$ cat src/rtl/product_accumulator_if.sv
// Product-in / result-out handshake bundle for the accumulation stage.
interface product_accumulator_if #(
  parameter int ACC_W = 12
);
  logic             in_valid;
  logic             in_ready;
  logic [7:0]       product;
  logic             out_valid;
  logic             out_ready;
  logic [ACC_W-1:0] acc_out;
  logic             overflow;

  // Upstream multiplier feed plus downstream result consumer
  modport master (
    output in_valid, product, out_ready,
    input  in_ready, out_valid, acc_out, overflow
  );

  modport slave (
    input  in_valid, product, out_ready,
    output in_ready, out_valid, acc_out, overflow
  );
endinterface

$ cat src/rtl/product_accumulator.sv
// Saturating sum of num_terms 8-bit products; result valid one cycle after the last transfer.
// Backpressure: in_ready high only while accumulating; result held in DONE until out_ready.
module product_accumulator #(
  parameter int ACC_W = 12,
  parameter int CNT_W = 4
) (
  input  logic             clk,
  input  logic             rst_n,
  input  logic             start,
  input  logic [CNT_W-1:0] num_terms,
  output logic             busy,
  product_accumulator_if.slave bus
);

  typedef enum logic [1:0] {S_IDLE, S_ACCUM, S_DONE} state_t;

  state_t           state_q;
  logic [CNT_W-1:0] remaining_q;
  logic [ACC_W-1:0] acc_q;
  logic             overflow_q;
  logic             in_ready_q;
  logic             out_valid_q;
  logic             busy_q;

  logic [ACC_W:0]   sum_wide;
  logic [ACC_W-1:0] acc_d;
  logic             carry_d;

  // Carry-out of the widened add selects the saturated value
  always_comb begin
    sum_wide = {1'b0, acc_q} + (ACC_W+1)'(bus.product);
    carry_d  = sum_wide[ACC_W];
    acc_d    = carry_d ? {ACC_W{1'b1}} : sum_wide[ACC_W-1:0];
  end

  always_ff @(posedge clk or negedge rst_n) begin
    if (!rst_n) begin
      state_q     <= S_IDLE;
      remaining_q <= '0;
      acc_q       <= '0;
      overflow_q  <= 1'b0;
      in_ready_q  <= 1'b0;
      out_valid_q <= 1'b0;
      busy_q      <= 1'b0;
    end else begin
      case (state_q)
        S_IDLE: begin
          if (start) begin
            remaining_q <= num_terms;
            acc_q       <= '0;
            overflow_q  <= 1'b0;
            busy_q      <= 1'b1;
            if (num_terms == '0) begin
              state_q     <= S_DONE;
              out_valid_q <= 1'b1;
            end else begin
              state_q    <= S_ACCUM;
              in_ready_q <= 1'b1;
            end
          end
        end
        S_ACCUM: begin
          if (bus.in_valid && in_ready_q) begin
            acc_q       <= acc_d;
            overflow_q  <= overflow_q | carry_d;
            remaining_q <= remaining_q - CNT_W'(1);
            if (remaining_q == CNT_W'(1)) begin
              state_q     <= S_DONE;
              in_ready_q  <= 1'b0;
              out_valid_q <= 1'b1;
            end
          end
        end
        S_DONE: begin
          if (bus.out_ready) begin
            state_q     <= S_IDLE;
            out_valid_q <= 1'b0;
            busy_q      <= 1'b0;
          end
        end
        default: begin
          state_q     <= S_IDLE;
          in_ready_q  <= 1'b0;
          out_valid_q <= 1'b0;
          busy_q      <= 1'b0;
        end
      endcase
    end
  end

  assign bus.in_ready  = in_ready_q;
  assign bus.out_valid = out_valid_q;
  assign bus.acc_out   = acc_q;
  assign bus.overflow  = overflow_q;
  assign busy          = busy_q;

endmodule
$ cat src/flat_wrapper.sv
// flat-port wrapper written by rule: the top's interface ports become plain ports
module product_accumulator_flat 
#(
  parameter int ACC_W = 12,
  parameter int CNT_W = 4
)
  (clk, rst_n, start, num_terms, busy, bus_in_valid, bus_product, bus_out_ready, bus_in_ready, bus_out_valid, bus_acc_out, bus_overflow);
  product_accumulator_if #(.ACC_W(ACC_W)) bus_i ();
  input  logic clk;
  input  logic rst_n;
  input  logic start;
  input  logic [CNT_W-1:0] num_terms;
  output logic busy;
  input wire logic [$bits(bus_i.in_valid)-1:0] bus_in_valid;
  input wire logic [$bits(bus_i.product)-1:0] bus_product;
  input wire logic [$bits(bus_i.out_ready)-1:0] bus_out_ready;
  output wire logic [$bits(bus_i.in_ready)-1:0] bus_in_ready;
  output wire logic [$bits(bus_i.out_valid)-1:0] bus_out_valid;
  output wire logic [$bits(bus_i.acc_out)-1:0] bus_acc_out;
  output wire logic [$bits(bus_i.overflow)-1:0] bus_overflow;
  assign bus_i.in_valid = bus_in_valid;
  assign bus_i.product = bus_product;
  assign bus_i.out_ready = bus_out_ready;
  assign bus_in_ready = bus_i.in_ready;
  assign bus_out_valid = bus_i.out_valid;
  assign bus_acc_out = bus_i.acc_out;
  assign bus_overflow = bus_i.overflow;
  product_accumulator #(.ACC_W(ACC_W), .CNT_W(CNT_W)) u_core (.clk(clk), .rst_n(rst_n), .start(start), .num_terms(num_terms), .busy(busy), .bus(bus_i));
endmodule
$ cat config.mk
export PLATFORM = sky130hd
export DESIGN_NAME = product_accumulator_flat
export DESIGN_NICKNAME = d
export VERILOG_FILES = /design/src/rtl/product_accumulator_if.sv /design/src/rtl/product_accumulator.sv /design/src/flat_wrapper.sv
export SDC_FILE = /design/constraint.sdc
export NUM_CORES = 1
export LEC_CHECK = 0
export BUFFER_PORTS_ARGS = -buffer_cell sky130_fd_sc_hd__buf_2
export CORE_ASPECT_RATIO = 1.1
export CORE_MARGIN = 3
export CORE_UTILIZATION = 38
export CTS_CLUSTER_DIAMETER = 30
export CTS_CLUSTER_SIZE = 30
export DETAILED_ROUTE_END_ITERATION = 8
export HOLD_SLACK_MARGIN = 0.05
export PLACE_DENSITY = 0.7
export SLEW_MARGIN = 20
export SYNTH_ARGS = -nofsm -noshare
export SYNTH_HDL_FRONTEND = slang
export SYNTH_SLANG_ARGS = --single-unit
export TNS_END_PERCENT = 20
$ cat constraint.sdc
create_clock -name clk -period 2.4 [get_ports clk]
set_input_delay 0.24 -clock clk [delete_from_list [all_inputs] [get_ports clk]]
set_output_delay 0.24 -clock clk [all_outputs]
set_load 0.05 [all_outputs]
---- Word level (Yosys, flattened, before mapping) ----
Cells that the tools add are included.
cells by class
  $add $sub $neg .......................... 2
  equal/unequal tests ..................... 9
  mux-type cells .......................... 29
  bitwise logic cells ..................... 3
  reductions and logical operators ........ 9
operator list
  cell                 number
  $mux 12              3
  $pmux 12 s2          1
  $add 12x8->13        1
  $mux 1               12
  $mux 2               5
  $reduce_and 5->1     2
  $pmux 1 s3           3
  $mux 4               2
  $pmux 4 s2           1
  $ne 2x1->1 const B   3
  $ne 2x2->1 const B   3
  $pmux 2 s3           1
  $reduce_and 3->1     2
  $eq 4x1->1 const B   1
  $logic_not 4->1      1
  $reduce_and 4->1     1
  $sub 4x1->4 const B  1
  $eq 2x1->1 const B   1
  $eq 2x2->1 const B   1
  $logic_not 2->1      1
  $not 1->1            2
  $pmux 1 s2           1
  $reduce_bool 2->1    1
  $logic_and 1x1->1    1
  $or 1x1->1           1
storage, ports and cells
  register bits ........................... 22
  bits of input ports ..................... 17
  output and inout port bits .............. 16
  word-level logic and storage cells ...... 59

---- Longest topological paths before layout ----
  word-level depth ........................ 4
  gate-level depth with buffers ........... 8

---- Worst setup path after synthesis ----
Ideal clock, no wire load.
  kind .................................... register to register
  start point ............................. reg u_core.acc_q[0], in the netlist u_core.bus.acc_out[0]
  end point ............................... reg u_core.acc_q[3], in the netlist u_core.bus.acc_out[3]
  setup time .............................. 0.123 ns
  data arrival time ....................... 2.341 ns
  data required time ...................... 2.277 ns
  slack ................................... -0.064 ns
  cell stages (with the launch flop) ...... 9
  cells stage by stage .................... dfrtp_1 ha_1 fa_1 a211oi_2 o21ai_2 a211o_1 and4_1 o21ai_0 nand2_1
between the ends
  longest elaborated chain between the ends .. 4
ends and longest elaborated chain
  what                    line                       source
  from (decl)             product_accumulator.sv:19  logic [ACC_W-1:0] acc_q;
  from (signal assigned)  product_accumulator.sv:40  acc_q <= '0;
  from (signal assigned)  product_accumulator.sv:50  acc_q <= '0;
  from (signal assigned)  product_accumulator.sv:64  acc_q <= acc_d;
  $add 12x8->13           product_accumulator.sv:31  sum_wide = {1'b0, acc_q} + (ACC_W+1)'(bus.product);
  $mux 12                 product_accumulator.sv:33  acc_d = carry_d ? {ACC_W{1'b1}} : sum_wide[ACC_W-1:0];
  $mux 12                 product_accumulator.sv:63  if (bus.in_valid && in_ready_q) begin
  $pmux 12 s2             product_accumulator.sv:46  case (state_q)
Every way passes these cells. The select of a mux whose other input is x is not followed.
A chain may end at the register's enable or synchronous reset.

---- Worst setup path after layout ----
  start point ............................. reg u_core.acc_q[0], in the netlist u_core.bus.acc_out[0]
  end point ............................... reg u_core.acc_q[4], in the netlist u_core.bus.acc_out[4]
Same word-level chain as after synthesis.

==> metrics.yaml <==
worst_setup_path:
  worstSetupPathType: "flop to flop"
  cpPeakStageDelay_ps: 430
  cp.arrival_ps: 2430
  r2r-start: "u_core.bus.acc_out[0]$_DFFE_PN0P_"
  required_ps: 2620
  worst-path-max-fanout: 5
  crit_start: "u_core.bus.acc_out[0]$_DFFE_PN0P_"
  slowest_stage: "dfrtp_2"
  critPathLaunchType: "flop"
  crit_path_cell_trace: "ha_1, fa_2, a211oi_2, o21ai_2, a211o_1, and4_4, o21ai_0, nand2_1"
  endpoint_kind: "flop"
flow_run:
  max-cap-violations: 0
die:
  fp.coreArea_um2: 3470
  placementRows: 22
  fp.dieH_um: 70.0
  ios: 33
  dieArea_um2: 4500
  initial_core_util: 0.408
  dieWidth_um: 64.2
global_route:
  grt_pass1_vias: 1246
  overflow: 0
  antenna_found_initial: 0
  grt_pass1_wl_um: 5570
  grt_use_total: 0.151
  grt_max_degree: 23
place:
  dp_hpwl_um: 2400
  place_ws_ps: 62.3
  gp_congestion: 0.844
  numPortBuffers: 32
clock_tree:
  h-tree-depth: 1
  cts.path.max_buffers: 2
  cts.sinks: 22
  clockRootBuffer: "clkbuf_4"
  cts_made_buffers: 3
  clk_latency_ps: 310
  cts_tree: "built"
  clk_pin_slew_ps: 130
synth:
  ys.flop_type: "dfrtp_1"
  synth_edf_count: 0
  synth_area_um2: 1420
  yosysUniqueCellTypes: 40
  async_flop_share: 1.00
  netlist_instances: 159
  ys_ff_latch: 22
  synth_fp_nets: 187
  yosysSeqAreaShare: 0.389
  yosysWarnings: 0
  synth_area_per_cell_um2: 8.91
finish:
  area_growth_pct: 18.7
  layout.nets: 225
  layout-drive-gt1-share: 0.240
  n_antenna_cell: 0
power_and_ir_drop:
  p_leak_nw: 0.811
  pwr_density_cell_nw_per_um2: 1380
  internal_power_mw: 1.10
  p_clk_frac: 0.077
  p_seq_frac: 0.297
  switchingPower_mw: 1.22
  peakVddDrop_v: 0.000540
  p_comb_frac: 0.626
  swShare: 0.526
timing:
  slew_headroom: 0.674
  fmax_mhz: 451
  finClkSkew_ps: 9.78
  fin_ws_ps: 185
  setup_viol: 0
  setup_tns_ps: 0
  period_share: 0.923
  worst_slew_pin_slew_ps: 484
  grt_setup_unrepaired: "false"
  layout_min_cycle_time_ps: 2220
  drv_slew: 0
  fin_hold_ws_ps: 161
  hold_viol_final: 0
outcome:
  status: "completed"
route:
  drc_errors: 0
  viasPerCell: 5.35
  avgRoutedWirePerCell_um: 12.9
  drtPass1Iterations: 4
  finalWirelength_um: 3150
  drt.antenna.violating_nets: 0
  vias: 1306
  drt_iter0_drc: 63
worst_hold_path:
  min_from: "num_terms[0]"
  hp-class: "input port to flop"
logic make-up after synthesis:
group,after synthesis,share of synthesized area
and+or+nand+nor,58,0.214
adders and majority gates,11,0.102
buffers and inverters,9,0.0300
DFF,22,0.389
xor gates and xnor gates,5,0.0309
AOI/OAI and AO/OA,54,0.234
stage by stage:
step                      area, um^2   util  total power, mW  std cells
after floorplan                 1420      -             1.83        159
after global placement          1630  0.471             2.12        238
after detailed placement        1630  0.471             2.13        238
after CTS                       1670  0.481             2.32        243
after global routing            1680  0.485             2.55        244
final                           1680  0.485             2.32        244
power by group through the flow:
stage | logic [mW] | registers (mW) | clock network, mW
global placement | 1.43 | 0.691 | 0
detailed placement | 1.44 | 0.697 | 0
CTS | 1.44 | 0.689 | 0.189
finish | 1.45 | 0.688 | 0.179
global route | 1.62 | 0.725 | 0.208
floorplan | 0.818 | 1.01 | 0
worst max-delay path, delay by kind of cell, from the launching register on:
kind	cells	cell delay, ps
fa+ha+maj	2	630
compound gates	4	790
simple gates	2	260
flops	1	430
cells in the final DEF, fill, tap and decap left out, types with 3 or more instances in the layout:
cell	netlist	final
ha_1	10	10
o21ai_0	11	10
xnor2_1	4	4
inv_1	6	6
a21oi_1	21	21
o22ai_1	4	4
a21o_1	4	4
nor2_1	12	12
clkbuf_4	0	3
nand3_1	5	5
buf_2	1	32
a31oi_1	3	3
nor3_1	5	5
nand2_1	17	17
nand4_1	4	4
dfrtp_1	22	21
buf_4	0	3
registers in the layout, indices dropped and copies added, names as in the netlist:
name and flops:
u_core.bus.overflow 1, u_core.bus.out_valid 1, u_core.state_q 2, u_core.bus.in_ready 1
u_core.remaining_q 4, u_core.busy 1, u_core.bus.acc_out 12
Yosys cell counts (all sizes together), types with 4 or more instances:
library cell	instances	share of area
dfrtp	22	0.39
a21oi	21	0.074
nand2	17	0.045
o21ai	13	0.049
nor2	12	0.032
ha	10	0.088
inv	6	0.016
nand3	5	0.018
nor3	5	0.018
a21o	4	0.021
nand4	4	0.018
o22ai	4	0.018
xnor2	4	0.025
worst paths after layout:
kind	to	slack (ps)	cells after the start
max in group asynchronous	u_core.bus.acc_out[0]$_DFFE_PN0P_	1640	2
min reg2reg	u_core.bus.acc_out[5]$_DFFE_PN0P_	500	2
min	u_core.remaining_q[0]$_DFFE_PN0P_	160	3
max reg2reg	u_core.bus.acc_out[4]$_DFFE_PN0P_	180	8
max	u_core.bus.acc_out[4]$_DFFE_PN0P_	180	8
min in group asynchronous	u_core.bus.acc_out[3]$_DFFE_PN0P_	400	2
cell type report:
class                      instances  area [um^2]
inverter                           6         22.5
clock buffer                       4         26.3
multi-input combinational        128          828
tap                               48         60.1
sequential                        22          552
fill                             358         1790
timing repair buffer              36          193
timing repair:
action | CTS | global route
hold endpoints to repair | 22 | 0
setup endpoints to repair | 0 | 6
resized for setup | 0 | 4
buffers inserted | 0 | 1
hold buffers | 1 | 0
routing by layer:
layer	wire length, um	track usage
met5	0	0
met4	41	0.0423
met3	125	0.0225
met2	1490	0.253
met1	1490	0.201
Note: power is estimated with default switching activity, not from simulation.
